File: config.mk
export PLATFORM = sky130hd
export DESIGN_NAME = shift_reg_univ
export DESIGN_NICKNAME = d
export VERILOG_FILES = /design/src/rtl/shift_reg_univ.sv
export SDC_FILE = /design/constraint.sdc
export NUM_CORES = 1
export LEC_CHECK = 0
export CORE_ASPECT_RATIO = 0.75
export CORE_MARGIN = 10
export CORE_UTILIZATION = 41
export CTS_BUF_LIST = sky130_fd_sc_hd__clkbuf_8
export DETAILED_ROUTE_END_ITERATION = 6
export GPL_TIMING_DRIVEN = 0
export PLACE_DENSITY = 0.82
export RECOVER_POWER = 25
export SLEW_MARGIN = 20
export SYNTH_ARGS = -nofsm -noshare
export SYNTH_HDL_FRONTEND = slang
export SYNTH_SLANG_ARGS = --single-unit
File: constraint.sdc
create_clock -name clk -period 1.35 [get_ports clk]
set_clock_uncertainty 0.2 [all_clocks]
set_input_delay 0.27 -clock clk [delete_from_list [all_inputs] [get_ports clk]]
set_output_delay 0.27 -clock clk [all_outputs]
set_load 0.005 [all_outputs]
File: src/rtl/shift_reg_univ.sv
// Universal shift register: hold, shift right/left, parallel load, saturating shift counter.
// Optional macro SHIFT_REG_ROTATE_EN adds a rot input that turns shifts into rotates.
module shift_reg_univ #(
  parameter int              WIDTH     = 8,
  parameter logic [WIDTH-1:0] RESET_VAL = {WIDTH{1'b0}},
  parameter int              CW        = $clog2(WIDTH + 1)
) (
  input  logic             clk,
  input  logic             reset,
  input  logic             en,
  input  logic [1:0]       mode,
  input  logic [WIDTH-1:0] d,
  input  logic             sin_r,
  input  logic             sin_l,
`ifdef SHIFT_REG_ROTATE_EN
  input  logic             rot,
`endif
  output logic [WIDTH-1:0] q,
  output logic             sout_r,
  output logic             sout_l,
  output logic [CW-1:0]    cnt,
  output logic             done
);

  localparam logic [1:0]    MODE_HOLD  = 2'b00;
  localparam logic [1:0]    MODE_SHR   = 2'b01;
  localparam logic [1:0]    MODE_SHL   = 2'b10;
  localparam logic [1:0]    MODE_LOAD  = 2'b11;
  localparam logic [CW-1:0] CNT_FULL   = CW'(WIDTH);
  localparam logic [CW-1:0] CNT_ZERO   = {CW{1'b0}};
  localparam logic [CW-1:0] CNT_ONE    = CW'(1);

  logic [WIDTH-1:0] q_r;
  logic [CW-1:0]    cnt_r;
  logic [WIDTH-1:0] q_nxt_s;
  logic [CW-1:0]    cnt_nxt_s;
  logic [CW-1:0]    cnt_inc_s;
  logic             fill_r_s;
  logic             fill_l_s;

  // Serial fill bits: external serial inputs, or the opposite end of q when rotating.
  always_comb begin
    fill_r_s = sin_r;
    fill_l_s = sin_l;
`ifdef SHIFT_REG_ROTATE_EN
    if (rot) begin
      fill_r_s = q_r[0];
      fill_l_s = q_r[WIDTH-1];
    end else begin
      fill_r_s = sin_r;
      fill_l_s = sin_l;
    end
`endif
  end

  // Counter saturates at WIDTH; it never wraps.
  always_comb begin
    if (cnt_r < CNT_FULL) begin
      cnt_inc_s = cnt_r + CNT_ONE;
    end else begin
      cnt_inc_s = CNT_FULL;
    end
  end

  // Next-state decode for q and cnt.
  always_comb begin
    q_nxt_s   = q_r;
    cnt_nxt_s = cnt_r;
    if (en) begin
      case (mode)
        MODE_HOLD: begin
          q_nxt_s   = q_r;
          cnt_nxt_s = cnt_r;
        end
        MODE_SHR: begin
          q_nxt_s   = {fill_r_s, q_r[WIDTH-1:1]};
          cnt_nxt_s = cnt_inc_s;
        end
        MODE_SHL: begin
          q_nxt_s   = {q_r[WIDTH-2:0], fill_l_s};
          cnt_nxt_s = cnt_inc_s;
        end
        MODE_LOAD: begin
          q_nxt_s   = d;
          cnt_nxt_s = CNT_ZERO;
        end
        default: begin
          q_nxt_s   = q_r;
          cnt_nxt_s = cnt_r;
        end
      endcase
    end else begin
      q_nxt_s   = q_r;
      cnt_nxt_s = cnt_r;
    end
  end

  // State registers with asynchronous active-low reset.
  always_ff @(posedge clk or negedge reset) begin
    if (!reset) begin
      q_r   <= RESET_VAL;
      cnt_r <= CNT_ZERO;
    end else begin
      q_r   <= q_nxt_s;
      cnt_r <= cnt_nxt_s;
    end
  end

  assign q      = q_r;
  assign cnt    = cnt_r;
  assign sout_r = q_r[0];
  assign sout_l = q_r[WIDTH-1];
  assign done   = (cnt_r == CNT_FULL);

endmodule

==> out/metrics.csv, run 1 <==
metric,value,unit
status,finished with violations,
failed_checks,negative setup slack,
finalHoldViolations,0,
reg2reg_from,cnt[0],
area_growth,73.11,%
grt_pass1_vias,980,
synthCells,94,
pwr_density_cell,1265,mW/mm²
async_flop_share,1.000,
finalWorstSetupSlack,-0.2128,ns
ant_nets,0,
synth.top_cell.area_share,0.3625,
drt-wirelength-per-cell,18.17,µm
ff2ff_path_depth,5,
tns,-0.6221,ns
ys_top_cells_by_area,"dfrtp_1 36%, o21a_1 6.3%, buf_4 4.5%",
path_clk_slew,0.05,ns
netlist_top_cells_count,"12 x dfrtp_1, 9 x nor2_1, 8 x inv_1",
diodes,0,
portBuffers,29,
die_area,0.004237,mm²
nNetsFinal,169,
startpoint_type,flip-flop,
routed_wl,3125,µm
finalMaxSlewViolations,0,
pin_count,30,
synth_top_area_cell,dfrtp_1,
ys_types,27,
fp.dieH,58.93,µm
numCtsBuffers,3,
antenna_found_initial,0,
critPathMaxFanout,2,
fillCellCount,113,
holdBufCountCts,0,
max_freq,639.9,MHz
reg2reg_slack,-0.21,ns
required,0.88,ns
synth.ff_latch_count,12,
rows,13,
synth_area,828.3,µm²
synthFlopType,dfrtp_1,
slowest_delay,0.40,ns
coreArea,0.001822,mm²
maxSlewHeadroom,0.5856,
cp-end-kind,primary output,
clock_path_buffers,2,
h-tree-depth,1,
synth_nets,111,
period_needed,1.563,ns
grt_use_total,0.1452,
yosysMostFrequentCell,dfrtp_1,
cts_sinks,12,
critical_path_arrival,1.09,ns
maxCapViolations,0,
drc_errors,0,
drtPass1Iterations,5,
multiInputGateArea,447.9,µm²
worst_skew_pair.late_latency,0.24,ns
p_leak,0.6650,nW
synth_seq_area_share,0.3625,
ff_latch_area,300.3,µm²
grt_pass1_wl,4899,µm
worst_pin_slew,0.6196,ns
synth_edf_count,0,
avgSynthCellArea,8.812,µm²
rsz0062_at_grt,yes,
start_util,0.4547,
die_w,71.90,µm
cts.root.buffer_cell,clkbuf_8,
grt_overflow_total,0,
crit_path_top_delay_cell,dfrtp_1,
cp_cell_sequence,inv_1 -> ha_1 -> nand2_1 -> nor2_1 -> buf_2,
gp_congestion,0.8134,
hp-class,input port to async pin,
cts_tree,built,
yosys_warnings,0,
path_class,flip-flop to primary output,
grt_max_degree,13,
finalSetupViolations,5,
vias,963,
post-place-ws,-0.4224,ns
dp_hpwl,1769,µm
viasPerCell,5.599,
drt-initial-drc-count,68,
layout-drive-gt1-share,0.3200,
finalCritPeriodShare,1.158,
regToRegEndpoint,cnt[2],
peakVddDrop,0.9325,mV
## sequential cells by signal, summed over array words and instances (netlist names)
| register | count |
|---|---|
| q | 8 |
| cnt | 4 |
## metal layers
layer | wire (µm) | up-vias | track usage
li1 | - | 442 | -
met1 | 1238 | 450 | 0.1687
met2 | 1507 | 59 | 0.2500
met3 | 291 | 12 | 0.03518
met4 | 89 | 0 | 0.06061
met5 | 0 | - | 0
## how the worst max path moves through the flow
stage,from,to,cells after the start
after floorplan,cnt[0],cnt[2],4
after global placement,en,cnt[0],5
after CTS,cnt[0],done,5
final,cnt[0],done,5
after global routing,cnt[0],done,5
after detailed placement,mode[1],cnt[2],4
## report_power, final
part           switching, mW  total [mW]  internal, mW
Clock                  0.131       0.327         0.197
Sequential            0.0633       0.515         0.452
Combinational          0.402       0.972         0.569
Total                  0.596        1.81          1.22
## stage by stage
| stage | utilization | total power, mW | hold slack (ns) | cell area, µm² | std cells |
|---|---|---|---|---|---|
| floorplan | - | 0.8443 | -0.2256 | 830.8 | 94 |
| global placement | 0.6305 | 1.166 | 0.3455 | 1149 | 145 |
| detailed placement | 0.6305 | 1.190 | 0.3558 | 1149 | 145 |
| CTS | 0.7637 | 1.714 | 0.2179 | 1391 | 170 |
| global route | 0.7871 | 1.925 | 0.3115 | 1434 | 172 |
| finish | 0.7871 | 1.814 | 0.2872 | 1434 | 172 |
## worst max-delay path: cells and delay by family (launching register included)
family	cells	cell delay [ns]
adder cells (fa/ha/maj)	1	0.14
AND/OR/NAND/NOR	2	0.13
buffers and inverters	2	0.19
flip-flops	1	0.40
## kinds of logic (layout without fill, tap and decap cells)
family                   after synthesis  in the layout  synth area share
adder cells (fa/ha/maj)                2              2           0.03021
flip-flops                            12             12            0.3625
AO/OA/AOI/OAI                         27             27            0.2371
buffers and inverters                 17             73            0.1209
AND/OR/NAND/NOR                       32             32            0.1933
XOR/XNOR                               1              1           0.01964
multiplexers                           3              3           0.03626
## timing repair
item                                    in CTS  in global routing
gates cloned                                 2                  0
setup buffers                               20                  2
pin swaps                                    1                  0
endpoints found under the setup margin      27                 12
resized for setup                           52                 12
## layout by cell type, fill, tap and decap left out, types with 2 or more instances in the layout
cell type and count:
buf_4 18, buf_6 14, dfrtp_1 12, clkdlybuf4s50_1 10, inv_1 8, nor2_1 8
clkdlybuf4s15_1 8, o21a_1 7, nand2_1 6, nand3_1 5, a31oi_1 4, buf_2 4
nand2b_1 4, o221ai_1 4, a21oi_1 4, nand3b_1 3, mux2i_1 3, clkbuf_8 3
dlygate4sd2_1 3, and2_1 2, o211ai_1 2, clkbuf_2 2
## area by class of cell
| cell class | instances | area share |
|---|---|---|
| flip-flops and latches | 12 | 0.2094 |
| well taps | 22 | 0.01920 |
| plain buffers | 9 | 0.06632 |
| multi-input cells | 65 | 0.3124 |
| clock buffers | 3 | 0.02880 |
| inverters | 8 | 0.02094 |
| repair buffers | 53 | 0.3429 |
Power figures use the tool's default switching activity.
==> run 2: changes to the inputs <==
Settings changed: RECOVER_POWER 25 to default.
==> run 2 against run 1 <==
Clock power hardly changed. The flow still finishes with violations (negative setup slack). Combinational power hardly changed. Register-to-register slack hardly changed. Largest power group unchanged. Flip-flop and latch count stayed put. First-iteration DRC count stayed put.
==> out/metrics.csv, run 2 (synthesized netlist as in run 1, its figures left out) <==
metric,value,unit,change
design_area,0.001434,mm²,unchanged
grt_overflow_total,0,,unchanged
grt_use_total,0.1452,,unchanged
drt-initial-drc-count,68,,unchanged
path_class,flip-flop to primary output,,
finalHoldViolations,0,,unchanged
viasPerCell,5.599,,unchanged
startpoint_type,flip-flop,,
top_layer,met4,,
vias,963,,unchanged
crit_path_top_delay_cell,dfrtp_1,,
h-tree-depth,1,,unchanged
fillCellCount,113,,unchanged
ant_nets,0,,unchanged
place_area,0.001149,mm²,unchanged
peakVddDrop,0.9344,mV,+0.21%
clock_path_buffers,2,,unchanged
finalWorstSetupSlack,-0.2128,ns,unchanged
p_leak,0.6647,nW,about the same
critical_path_arrival,1.09,ns,about the same
pwr_density_cell,1266,mW/mm²,about the same
wl_met1,1238,µm,unchanged
required,0.88,ns,about the same
diodes,0,,unchanged
worst_skew_pair.late_latency,0.24,ns,about the same
hp-class,input port to async pin,,
dp_hpwl,1769,µm,unchanged
reg2reg_from,cnt[0],,
grt_pass1_vias,980,,unchanged
rows,13,,unchanged
failed_checks,negative setup slack,,
area_growth,73.11,%,unchanged
period_needed,1.563,ns,unchanged
start_util,0.4547,,unchanged
timing.hold.ws,0.2173,ns,-0.06992 ns
antenna_found_initial,0,,unchanged
finalCritPeriodShare,1.158,,unchanged
max_freq,639.9,MHz,unchanged
grt_pass1_wl,4899,µm,unchanged
maxSlewHeadroom,0.5897,,+0.004118
wl_met2,1507,µm,unchanged
drtPass1Iterations,5,,unchanged
layout_common_cells,"18 x buf_4, 14 x buf_6, 12 x dfrtp_1, 11 x clkdlybuf4s50_1",,
die_w,71.90,µm,unchanged
nNetsFinal,169,,unchanged
cts.root.buffer_cell,clkbuf_8,,
coreArea,0.001822,mm²,unchanged
maxCapViolations,0,,unchanged
routed_wl,3126,µm,about the same
grt_max_degree,13,,unchanged
drc_errors,0,,unchanged
drt-wirelength-per-cell,18.17,µm,about the same
layout-drive-gt1-share,0.3200,,unchanged
finalMaxSlewViolations,0,,unchanged
slowest_delay,0.40,ns,about the same
numCtsBuffers,3,,unchanged
pin_count,30,,unchanged
gp_congestion,0.8134,,unchanged
wl_met3,291,µm,unchanged
cts_sinks,12,,unchanged
cp-end-kind,primary output,,
status,finished with violations,,
critPathMaxFanout,2,,unchanged
crit_path_start,cnt[0],,
fp.dieH,58.93,µm,unchanged
final_common_cell,buf_4,,
largest_reg_flops,8,,unchanged
portBuffers,29,,unchanged
path_clk_slew,0.05,ns,about the same
worst_pin_slew,0.6136,ns,-0.006056 ns
finalSetupViolations,5,,unchanged
cts_tree,built,,
holdBufCountCts,0,,unchanged
die_area,0.004237,mm²,unchanged
cp_cell_sequence,inv_1 -> ha_1 -> nand2_1 -> nor2_1 -> buf_2,,
rsz0062_at_grt,yes,,
finalPower,1.815,mW,about the same
run 2: cell count changes in the layout (fill, tap and decap cells not counted):
cell | before | now
clkdlybuf4s50_1 | 10 | 11
dlygate4sd3_1 | 1 | 0
run 2: where the power goes:
group	internal [mW]	leakage [nW]	switching (mW)	total, mW
clock network	0.197	0.0216	0.131	0.327
registers	0.452	0.144	0.0633	0.515
logic	0.570	0.499	0.402	0.972
run 2: layout make-up:
class,count,area (µm²),area share
Sequential cell,12,300.3,0.2094
Timing Repair Buffer,53,491.7,0.3429
Tap cell,22,27.53,0.01920
Buffer,9,95.09,0.06632
Clock buffer,3,41.29,0.02880
Inverter,8,30.03,0.02094
Multi-Input combinational cell,65,447.9,0.3124
run 2: timing repair:
| item | CTS | global route |
|---|---|---|
| endpoints found under the setup margin | 27 | 12 |
| pin swaps | 1 | 0 |
| gates cloned | 2 | 0 |
| setup buffers | 20 | 2 |
| resized for setup | 52 | 12 |
run 2: metrics by stage:
| step | cells | TNS, ns | util | setup WS (ns) |
|---|---|---|---|---|
| floorplan | 94 | -0.05091 | - | -0.05091 |
| global placement | 145 | -5.069 | 0.6305 | -0.4038 |
| detailed placement | 145 | -5.503 | 0.6305 | -0.4224 |
| CTS | 170 | -0.6700 | 0.7637 | -0.2177 |
| global route | 172 | -0.9025 | 0.7871 | -0.2836 |
| finish | 172 | -0.6221 | 0.7871 | -0.2128 |
run 2: critical path: cells and delay by family, from the launching register on:
family        cells  cell delay [ns]
fa+ha+maj         1             0.14
flops             1             0.40
simple gates      2             0.13
buf+inv           2             0.19
run 2: final timing paths:
| kind | slack (ns) | to | cells past startpoint |
|---|---|---|---|
| min in group clk | 0.41 | cnt[2] | 2 |
| hold / removal | 0.22 | cnt[0] | 1 |
| hold reg to reg | 0.41 | cnt[2] | 2 |
| setup / recovery | -0.21 | done | 5 |
| max in group asynchronous | 0.34 | q[2] | 1 |
| setup reg to reg | -0.21 | cnt[2] | 5 |
run 2: per-layer routing:
layer,vias to the layer above,GRT usage
met5,-,0
met4,0,0.06061
met3,12,0.03518
met2,59,0.2500
met1,450,0.1687
li1,442,-
==> run 3: changes to the inputs <==
Settings changed: ABC_AREA from default to 1, CORE_UTILIZATION 41 to 38, CTS_BUF_LIST sky130_fd_sc_hd__clkbuf_8 to default, PLACE_DENSITY 0.82 to 0.79.
==> run 3 against run 2 <==
The run still ends with negative setup slack left. Flip-flop and latch count unchanged. Setup slack got worse by 0.0099 ns. Largest cell class unchanged. Non-clock buffer count shrank 7.
==> out/metrics.csv, run 3 <==
metric,value,unit,change
finalCritPeriodShare,1.165,,+0.007349
cp-end-kind,primary output,,
nNetsFinal,178,,+5.3%
status,finished with violations,,
synth_area,774.5,µm²,-6.5%
hp-class,input port to async pin,,
fillCellCount,181,,+60%
multiInputGateArea,399.1,µm²,-11%
path_clk_slew,0.08,ns,+0.03 ns
cts.root.buffer_cell,clkbuf_4,,
yosys_warnings,0,,unchanged
maxCapViolations,0,,unchanged
drt-wirelength-per-cell,15.80,µm,-13%
fp.dieH,59.10,µm,+0.29%
critical_path_arrival,1.10,ns,about the same
grt_pass1_wl,4554,µm,-7.0%
finalHoldViolations,0,,unchanged
timing.hold.ws,0.1505,ns,-0.06679 ns
period_needed,1.573,ns,+0.009921 ns
synth_seq_area_share,0.3877,,+0.02518
synth.top_cell.area_share,0.3877,,+0.02518
drtPass1Iterations,4,,-1
place_area,0.001095,mm²,-4.7%
avgSynthCellArea,7.171,µm²,-19%
synth_top_area_cell,dfrtp_1,,
path_class,flip-flop to primary output,,
antenna_found_initial,0,,unchanged
gp_congestion,0.7564,,-7.0%
critPathCapture,done,,
holdBufCountCts,0,,unchanged
required,0.88,ns,about the same
ff2ff_path_depth,8,,+3
ys_top_cells_by_area,"dfrtp_1 39%, nand2_1 21%, nand3_1 19%",,
drt-initial-drc-count,94,,+38%
clock_path_buffers,2,,unchanged
finalMaxSlewViolations,0,,unchanged
pin_count,30,,unchanged
layout_common_cells,"43 x nand2_1, 29 x nand3_1, 21 x buf_4, 12 x dfrtp_1, 12 x clkdlybuf4s50_1",,
finalPower,1.488,mW,-18%
synth.ff_latch_count,12,,unchanged
rows,14,,+1
routed_wl,2892,µm,-7.5%
worst_skew_pair.late_latency,0.28,ns,+0.04 ns
regToRegEndpoint,cnt[2],,
area_growth,61.23,%,
grt_use_total,0.1342,,-0.01097
ys_types,15,,-44%
grt_max_degree,13,,unchanged
grt_pass1_vias,1029,,+5.0%
pwr_density_cell,1192,mW/mm²,-5.8%
finalSetupViolations,5,,unchanged
final_common_cell,nand2_1,,
failed_checks,negative setup slack,,
post-place-ws,-0.4032,ns,+0.01916 ns
start_util,0.3913,,-0.06339
startpoint_type,flip-flop,,
cts_sinks,12,,unchanged
finalWorstSetupSlack,-0.2227,ns,-0.009921 ns
drc_errors,0,,unchanged
critPathMaxFanout,2,,unchanged
numCtsBuffers,3,,unchanged
ant_nets,0,,unchanged
yosysMostFrequentCell,nand2_1,,
p_leak,0.6800,nW,+2.3%
ff_latch_area,300.3,µm²,unchanged
worst_pin_slew,0.5786,ns,-0.03497 ns
rsz0062_at_grt,yes,,
netlist_top_cells_count,"43 x nand2_1, 29 x nand3_1, 12 x dfrtp_1",,
portBuffers,29,,unchanged
dp_hpwl,1840,µm,+4.0%
synth_edf_count,0,,unchanged
die_w,72.13,µm,+0.32%
design_area,0.001249,mm²,-13%
peakVddDrop,0.6617,mV,-29%
reg2reg_from,cnt[0],,
die_area,0.004263,mm²,+0.61%
diodes,0,,unchanged
synthFlopType,dfrtp_1,,
coreArea,0.001979,mm²,+8.7%
async_flop_share,1.000,,unchanged
crit_path_start,cnt[0],,
max_freq,635.8,MHz,-0.63%
synthCells,108,,+15%
layout-drive-gt1-share,0.3333,,+0.01333
synth_nets,125,,+13%
cts_tree,built,,
vias,976,,+1.3%
grt_overflow_total,0,,unchanged
h-tree-depth,1,,unchanged
viasPerCell,5.333,,-4.7%
largest_reg_flops,8,,unchanged
maxSlewHeadroom,0.6131,,+0.02338
reg2reg_slack,-0.01,ns,+0.20 ns
[run 3: timing repair]
action	CTS	global route
gates resized for setup	57	15
pin swaps	0	4
endpoints found under the setup margin	24	23
setup buffers	16	5
[run 3: where the power goes]
group / total (mW) / switching, mW / internal (mW)
logic: 0.768 / 0.361 / 0.407
clock network: 0.224 / 0.120 / 0.103
registers: 0.496 / 0.0555 / 0.441
[run 3: area by class of cell]
| cell class | instances | share of cell area |
|---|---|---|
| plain buffers | 5 | 0.05110 |
| repair buffers | 50 | 0.3226 |
| flip-flops and latches | 12 | 0.2405 |
| inverters | 7 | 0.02405 |
| multi-input cells | 82 | 0.3196 |
| clock buffers | 3 | 0.01804 |
| well taps | 24 | 0.02405 |
[run 3: logic make-up after synthesis]
group,count (synthesis),synth area share
compound gates,3,0.02422
fa+ha+maj,2,0.03231
buf+inv,14,0.1325
flops,12,0.3877
simple gates,77,0.4233
[run 3: layer usage]
layer / track usage / wire [µm] / part of all wire
met1: 0.1347 / 1088 / 0.38
met4: 0.06612 / 74 / 0.026
met2: 0.2379 / 1459 / 0.50
met5: 0 / 0 / 0
met3: 0.05360 / 270 / 0.093
[run 3: worst min-delay path by stage]
stage	endpoint	depth (start not counted)
2_1_floorplan	cnt[0]	0
3_3_place_gp	q[0]	2
3_5_place_dp	q[7]	2
4_1_cts	q[1]	1
5_1_grt	q[1]	1
6_report	q[1]	1
[run 3: metrics by stage]
step / TNS, ns / std cells / util
after floorplan: 0 / 108 / -
after global placement: -4.313 / 161 / 0.5531
after detailed placement: -4.756 / 161 / 0.5531
after CTS: -0.6183 / 180 / 0.6258
after global routing: -0.7515 / 183 / 0.6308
final: -0.4586 / 183 / 0.6308
[run 3: critical path, cell delays in order, from the launching register on]
cell     delay, ns
dfrtp_1       0.39
inv_2         0.08
ha_4          0.12
nand2_1       0.04
nor2_1        0.09
buf_2         0.12
